$ cat src/rtl/logic_unit_seq_pkg.sv
// Shared encodings and helpers for the sequential bitwise logic unit.
// Operation and FSM state encodings live here so the top and slice agree on them.
package logic_unit_seq_pkg;

    typedef enum logic [1:0] {
        OP_AND = 2'b00,
        OP_OR  = 2'b01,
        OP_XOR = 2'b10,
        OP_NOR = 2'b11
    } op_t;

    typedef enum logic [1:0] {
        S_IDLE = 2'b00,
        S_RUN  = 2'b01,
        S_DONE = 2'b10
    } state_t;

    // A one-slice configuration still needs a 1-bit index register.
    function automatic int idx_width(input int n);
        return (n > 1) ? $clog2(n) : 1;
    endfunction

endpackage

$ cat src/rtl/logic_unit_seq_slice.sv
// One SLICE-wide bitwise gate array: all four gate results per bit, picked by op.
module logic_slice
    import logic_unit_seq_pkg::*;
#(
    parameter int W = 8
) (
    input  logic [1:0]   op,
    input  logic [W-1:0] x,
    input  logic [W-1:0] y,
    output logic [W-1:0] z
);

    logic [W-1:0] and_w;
    logic [W-1:0] or_w;
    logic [W-1:0] xor_w;
    logic [W-1:0] nor_w;

    for (genvar i = 0; i < W; i++) begin : g_bit
        and u_and (and_w[i], x[i], y[i]);
        or  u_or  (or_w[i],  x[i], y[i]);
        xor u_xor (xor_w[i], x[i], y[i]);
        nor u_nor (nor_w[i], x[i], y[i]);
    end

    always_comb begin
        z = and_w;
        case (op_t'(op))
            OP_AND:  z = and_w;
            OP_OR:   z = or_w;
            OP_XOR:  z = xor_w;
            OP_NOR:  z = nor_w;
            default: z = and_w;
        endcase
    end

endmodule

$ cat src/rtl/logic_unit_seq.sv
// Multi-cycle bitwise logic unit: processes SLICE bits of a WIDTH-bit operation per
// clock under a start/busy/done handshake, publishing result and zero only on completion.
module logic_unit_seq
    import logic_unit_seq_pkg::*;
#(
    parameter  int WIDTH = 32,
    parameter  int SLICE = 8,
    localparam int N     = WIDTH / SLICE,
    localparam int IDXW  = idx_width(N)
) (
    input  logic             clk,
    input  logic             rst_n,
    input  logic             start,
    input  logic [1:0]       op,
    input  logic [WIDTH-1:0] a,
    input  logic [WIDTH-1:0] b,
    output logic             busy,
    output logic             done,
    output logic [WIDTH-1:0] result,
    output logic             zero
);

    localparam logic [IDXW-1:0] LAST = IDXW'(N - 1);

    state_t           state;
    state_t           state_next;
    logic [IDXW-1:0]  idx;
    logic [WIDTH-1:0] a_l;
    logic [WIDTH-1:0] b_l;
    op_t              op_l;
    logic [WIDTH-1:0] acc;
    logic [WIDTH-1:0] acc_next;
    logic [SLICE-1:0] x_sl;
    logic [SLICE-1:0] y_sl;
    logic [SLICE-1:0] z_sl;

    always_ff @(posedge clk or negedge rst_n) begin
        if (!rst_n) begin
            state <= S_IDLE;
        end else begin
            state <= state_next;
        end
    end

    always_comb begin
        state_next = state;
        case (state)
            S_IDLE:  if (start) state_next = S_RUN;
            S_RUN:   if (idx == LAST) state_next = S_DONE;
            S_DONE:  state_next = start ? S_RUN : S_IDLE;
            default: state_next = S_IDLE;
        endcase
    end

    assign x_sl = SLICE'(a_l >> (int'(idx) * SLICE));
    assign y_sl = SLICE'(b_l >> (int'(idx) * SLICE));

    logic_slice #(.W(SLICE)) u_slice (
        .op (op_l),
        .x  (x_sl),
        .y  (y_sl),
        .z  (z_sl)
    );

    // The completed word includes the slice being written this edge, so result
    // and zero are loaded from the merged value rather than the old accumulator.
    always_comb begin
        acc_next = acc;
        for (int i = 0; i < N; i++) begin
            if (idx == IDXW'(i)) acc_next[i*SLICE +: SLICE] = z_sl;
        end
    end

    always_ff @(posedge clk or negedge rst_n) begin
        if (!rst_n) begin
            idx    <= '0;
            a_l    <= '0;
            b_l    <= '0;
            op_l   <= OP_AND;
            acc    <= '0;
            result <= '0;
            zero   <= 1'b0;
        end else begin
            case (state)
                S_IDLE, S_DONE: begin
                    if (start) begin
                        a_l  <= a;
                        b_l  <= b;
                        op_l <= op_t'(op);
                        idx  <= '0;
                    end
                end
                S_RUN: begin
                    acc <= acc_next;
                    if (idx == LAST) begin
                        result <= acc_next;
                        zero   <= (acc_next == '0);
                    end else begin
                        idx <= idx + IDXW'(1);
                    end
                end
                default: ;
            endcase
        end
    end

    assign busy = (state == S_RUN);
    assign done = (state == S_DONE);

endmodule
$ cat config.mk
export PLATFORM = sky130hd
export DESIGN_NAME = logic_unit_seq
export DESIGN_NICKNAME = d
export VERILOG_FILES = /design/src/rtl/logic_unit_seq_pkg.sv /design/src/rtl/logic_unit_seq_slice.sv /design/src/rtl/logic_unit_seq.sv
export SDC_FILE = /design/constraint.sdc
export NUM_CORES = 1
export LEC_CHECK = 0
export ABC_AREA = 0
export BUFFER_PORTS_ARGS = -buffer_cell sky130_fd_sc_hd__buf_4
export CAP_MARGIN = 10
export CORE_MARGIN = 5
export CORE_UTILIZATION = 45
export CTS_CLUSTER_DIAMETER = 50
export CTS_CLUSTER_SIZE = 25
export DETAILED_ROUTE_END_ITERATION = 7
export HOLD_SLACK_MARGIN = 0.12
export PLACE_DENSITY_LB_ADDON = 0.1
export SLEW_MARGIN = 30
export SYNTH_ARGS = -nofsm -noshare
export SYNTH_HDL_FRONTEND = slang
export SYNTH_SLANG_ARGS = --single-unit
$ cat constraint.sdc
create_clock -name clk -period 10.02 [get_ports clk]
set_clock_uncertainty 0.05 [all_clocks]
set_input_delay 2.004 -clock clk [delete_from_list [all_inputs] [get_ports clk]]
set_output_delay 2.004 -clock clk [all_outputs]
set_load 0.05 [all_outputs]
* After elaboration in Yosys (flattened, before gate mapping)
Index checks and enable logic that the tools add are counted.
Operators by class: add/subtract/negate cells 1, equal/unequal tests 12, shift operators 2, multiplexer cells 12, bitwise logic cells 32, reductions and logical operators 10
Operators by type and width (count):
- $shr 32x5->8 | 2
- $logic_not 32->1 | 1
- $mux 8 | 4
- $pmux 8 s4 | 1
- $eq 2x2->1 const B | 5
- $and 1x1->1 | 8
- $mux 2 | 4
- $not 1->1 | 8
- $or 1x1->1 | 8
- $xor 1x1->1 | 8
- $eq 2x1->1 const B | 3
- $logic_not 2->1 | 3
- $ne 2x2->1 const B | 3
- $pmux 2 s3 | 1
- $reduce_and 2->1 | 3
- $pmux 2 s2 | 1
- $reduce_and 3->1 | 1
- $add 2x1->2 const B | 1
- $ne 2x1->1 const B | 1
- $reduce_bool 2->1 | 1
- $reduce_or 2->1 | 1
- $mux 1 | 1
Word-level totals: flip-flop bits (word level) 135, input bits 69, output and inout bits 35, logic and storage cells 77

* Depth between registers and ports, before layout
depth in word-level cells 6, depth in mapped cells 11, depth with buffers taken out 9

* Hierarchy
A second synthesis with hierarchy kept.
Second synthesis, totals: cells, all modules 636, area total of the unflattened synthesis 6414.9 sq um
By module, submodules not included:
- logic_unit_seq | instances 1, cells each 577, area an instance 5888.1 sq um, sequential area each 3353.2 sq um
- logic_slice | instances 1, cells each 59, area an instance 526.8 sq um, sequential area each 0.0 sq um

* Worst setup path before layout
No wires, ideal clock.
path type reg2reg, from reg idx[0], to reg zero, library setup time 92 ps, arrival 3158 ps, data required time 9878 ps, path slack 6720 ps, stages on the path, launching flop included 11, path buffers 2, clock period less this slack 3300 ps, path through dfrtp_1 buf_2 clkbuf_1 mux4_2 inv_1 ha_1 and2b_1 o31ai_4 nand4_1 or4_1 o31ai_2
Between the ends: cells in the longest elaborated chain, start to end 6, elaborated cells between the ends (all ways) 45, those cells by class 3 x eq/ne; 2 x shift; 5 x mux; 32 x bitwise; 3 x reduce/logical
RTL lines:
- start, declared | RTL line logic_unit_seq.sv:27 | logic [IDXW-1:0] idx;
- start signal, assigned | RTL line logic_unit_seq.sv:99 | idx <= idx + IDXW'(1);
- $shr 32x5->8, on equally long branches | RTL line logic_unit_seq.sv:55, logic_unit_seq.sv:56
- $or 1x1->1 | RTL line logic_unit_seq_slice.sv:20, logic_unit_seq_slice.sv:22
- $not 1->1 | RTL line logic_unit_seq_slice.sv:22 | nor u_nor (nor_w[i], x[i], y[i]);
- $pmux 8 s4 | RTL line logic_unit_seq_slice.sv:27 | case (op_t'(op))
- $mux 8 | RTL line logic_unit_seq.sv:70 | if (idx == IDXW'(i)) acc_next[i*SLICE +: SLICE] = z_sl;
- $logic_not 32->1 | RTL line logic_unit_seq.sv:97 | zero <= (acc_next == '0);
- end signal, assigned | RTL line logic_unit_seq.sv:97
- end, declared | RTL line logic_unit_seq.sv:20 | output logic zero
Parallel ways exist; a longest one is shown, timed or not. A chain may end at the register's enable or synchronous reset.

* Worst setup path in the final report
from reg state[0], to out busy
Between the ends: cells in the longest elaborated chain, start to end 1
RTL lines:
- start, declared | RTL line logic_unit_seq.sv:25 | state_t state;
- start signal, assigned | RTL line logic_unit_seq.sv:41 | state <= state_next;
- $eq 2x1->1 | RTL line logic_unit_seq.sv:107 | assign busy = (state == S_RUN);
- end, declared | RTL line logic_unit_seq.sv:17 | output logic busy,
Every way passes these cells.

==> results.txt <==
* Maximum level of the CTS H-tree: 4
- Critical path start-end classification: reg -> out
* Initial DRC Count: roughly 310
* Cell leakage power: 3.88 nW
* Number of distinct library cells after synthesis: 50
* Largest net degree at the start of global routing: 70
- The number of global-route vias before repair is ~4700.
- For the finished layout, the period the worst path requires is 3.75 ns.
- After technology mapping, the gate count stands at roughly 670.
- Among all stages on the critical path, the largest delay is contributed by sky130_fd_sc_hd__nor2b_1.
- Once the floorplan was initialized, standard cells occupied between 40 and 50% of the core.
- Counting the fill cells in the layout gives around 1200.
- The Yosys step of the flow raised 0 warnings.
- Fraction of registers with async set or reset after synthesis: between 90% and 100%
* Cells taking the most area after synthesis: sky130_fd_sc_hd__dfrtp_1, sky130_fd_sc_hd__nand2_1, sky130_fd_sc_hd__mux4_2
- The hold violation count in the final report is 0.
- Along the worst hold path, the cell count comes to 2.
- Cell-internal power: 1.71 mW
* Via count of the routed design: between 4000 and 5000
- Of the total power, the share spent switching nets is between 40% and 50%.
* Slew Limit Headroom: 39.7%
- STA classifies the critical path startpoint as a flip-flop.
- Total of max-cap violations: 0
- Commonest non-fill, non-tap cell in the layout: sky130_fd_sc_hd__nand2_1
- DR WL/cell: around 15 um
* Post-Place Cell Area: a little over 0.007 mm^2
* Post-route fraction of the period consumed by the critical path: a little under two fifths
- The die covers 0.0162 mm^2.
* DRT antenna net count: 0
- The worst register-to-register path ends at zero$_DFFE_PN0P_.
* Fmax: roughly 0.27 GHz
- At the pin with the least slew margin, the transition time is around 0.90 ns.
- Post-Syn Area per Cell: approximately 9.3 um^2
* Part of the power in registers: a little under a third
- First-pass GRT wire length: between 20 and 25 mm
* Placement Rows: 42
- Critical-path cell list: nor2b_1, buf_4
- Hold Crit Class: reg -> reg
- Clk network pwr share: around a fifth
- Horizontal die dimension: 127 um
* Final routed DRC violation total: 0
- The worst register-to-register path begins at idx[1]$_DFFE_PN0P_.
- The worst hold path terminates at a_l[18]$_DFFE_PN0P_.
- The number of antenna violations at the first check in global routing came to 0.
- Final hold slack: 0.417 ns
* Proportion of synthesized chip area in sequential cells: around half
- Layout overhead on the synthesized area: 23.6%
* Synth Net Count: 755
* PortBufs: a little over 100
- In the synthesized netlist the dominant register cell turns out to be sky130_fd_sc_hd__dfrtp_1.
* CTS sink cnt: 127
* Number of max-slew violations in the final report: 0
- Worst setup slack for register-to-register paths: about 6.7 ns
- Setup violations remaining at the end of the flow were counted as 0.
* Clock tree buffer depth: 2
- Using the TritonRoute via totals, the vias-per-cell ratio works out to 5.05.
- Placeable core area: 0.0133 mm^2
- Routability-driven placement finished with a final weighted congestion of 0.832.
- Final HPWL from detailed placement: around 10 mm
- Combinational cells account for between 40% and 50% of the total power.
- Total of flip-flops plus latches after synthesis: ~130
* DRT Wirelength: about 14 mm
- Most area-hungry cell type in the Yosys netlist: sky130_fd_sc_hd__dfrtp_1
- The library cells used most frequently in the layout, excluding fill and tap cells, are sky130_fd_sc_hd__nand2_1, sky130_fd_sc_hd__dfrtp_1, sky130_fd_sc_hd__buf_4.
- Summing every instance area after synthesis gives just over 0.006 mm^2.
- # hold bufs at CTS: 0
* GRT Residual Overflow: 0
* Pre-antenna DRT Iters: 4
* Number of enable-type register cells in the synthesized netlist: 0
- Pwr dens: approximately 390 mW/mm^2
* Proportion of netlist area held by the largest area contributor: 51.4%
- In this run the clock root is driven by a sky130_fd_sc_hd__clkbuf_16.
- Number of resized instances in the post-cts repair step: 0
* Final worst slack: around 6.3 ns
- For the final routed database, the setup TNS stands at 0 ns.
* Total I/O pin count: 104
- Final core utilization: a little under three fifths
- Total Nets Final: 838
* Crit end category: primary output
- Insertion delay to the later sink of the worst-skew pair: between 0.4 and 0.5 ns
- Clock-pin slew on the worst setup and hold paths: about 0.05 ns
- Clock tree synthesis inserted a total of 17 buffers.
- Required arrival time at the worst endpoint: around 8.0 ns
- Data on the critical path arrives at its endpoint at around 1.7 ns.
- The floorplan step set the die height to 127 um.
- Setup repair after global routing left no endpoint under its margin.
- Overall track demand over capacity in global routing: a little under a fifth
* Run status: completed
* Startpoint of the tightest hold check path: a_l[18]$_DFFE_PN0P_
- Post-route design area: 0.00765 mm^2
- Pre-CTS setup slack: between 6 and 7 ns
- The analysis attributes to net switching a power of ~1.3 mW.
- The number of antenna diodes in the final layout is 0.
- For this run, the slowest stage of the critical path takes about 0.52 ns.
- Share of post-route cells with drive strength above 1: about 22%
- Worst R2R Path Depth: 8
- Worst vdd ir: around 0.00015 V
- TritonCTS built the clock tree.
- Of all nets on the critical path, the largest fanout is 6.
- Once the clock tree was built, the setup fixing pass inserted 0 buffers.
-- cells by family after synthesis --
group                    count (synthesis)  synth area share [%]
AO/OA/AOI/OAI                           96                  9.91
adder cells (fa/ha/maj)                 20                  4.04
buffers and inverters                   68                  4.59
flip-flops                             127                  51.4
multiplexers                            35                  9.02
AND/OR/NAND/NOR                        320                  21.1
-- how the worst max path moves through the flow --
stage	start	to	slack [ns]
6_report	state[0]$_DFFE_PN0P_	busy	6.27
5_1_grt	state[0]$_DFFE_PN0P_	busy	6.21
4_1_cts	state[0]$_DFFE_PN0P_	busy	6.26
3_5_place_dp	rst_n	b_l[14]$_DFFE_PN0P_	6.44
3_3_place_gp	rst_n	b_l[22]$_DFFE_PN0P_	6.48
2_1_floorplan	idx[0]$_DFFE_PN0P_	zero$_DFFE_PN0P_	6.72
-- state kept, by name, summed over array words and instances, names as in the netlist --
register / flops
zero: 1
idx: 2
op_l: 2
acc: 24
result: 32
b_l: 32
state: 2
a_l: 32
-- cells in the mapped netlist, drive strengths merged, types with 5 or more instances --
cell type and instances:
nand2 255, dfrtp 127, o21ai 56, clkbuf 26
inv 24, ha 20, nor2 20, buf 18
mux2i 16, mux4 16, nor2b 14, nor3 10
a211oi 9, a21o 6, or2 5
-- stage by stage --
step,power [mW],cells
6_report,3.00,938
2_1_floorplan,1.97,666
5_1_grt,3.22,938
3_5_place_dp,2.39,906
4_1_cts,3.03,938
3_3_place_gp,2.35,906
-- worst max-delay path: cells and delay by family, from the launching register on --
kind,cells,cell delay (ns)
buffers and inverters,1,0.30
DFF,1,0.46
and+or+nand+nor,1,0.52
-- per-layer routing --
metal / vias to the layer above / wire length, um / track usage, %
li1: 2362 / - / -
met1: 2244 / 6330 / 24.5
met2: 121 / 6970 / 29.5
met3: 12 / 823 / 4.80
met4: 0 / 201 / 7.38
met5: - / 0 / 0
-- power by group through the flow --
stage / logic, mW / registers, mW / clock network, mW
2_1_floorplan: 0.944 / 1.03 / 0
3_3_place_gp: 1.43 / 0.918 / 0
3_5_place_dp: 1.46 / 0.927 / 0
4_1_cts: 1.47 / 0.920 / 0.643
5_1_grt: 1.61 / 0.951 / 0.667
6_report: 1.45 / 0.915 / 0.631
-- area by class of cell --
type	count	area, um^2	area share, %
Clock buffer	27	513	6.71
Clock inverter	5	100	1.31
Inverter	24	90.1	1.18
Multi-Input combinational cell	471	2740	35.8
Sequential cell	127	3180	41.6
Tap cell	176	220	2.88
Timing Repair Buffer	108	811	10.6
Note: power is estimated with default switching activity, not from simulation.
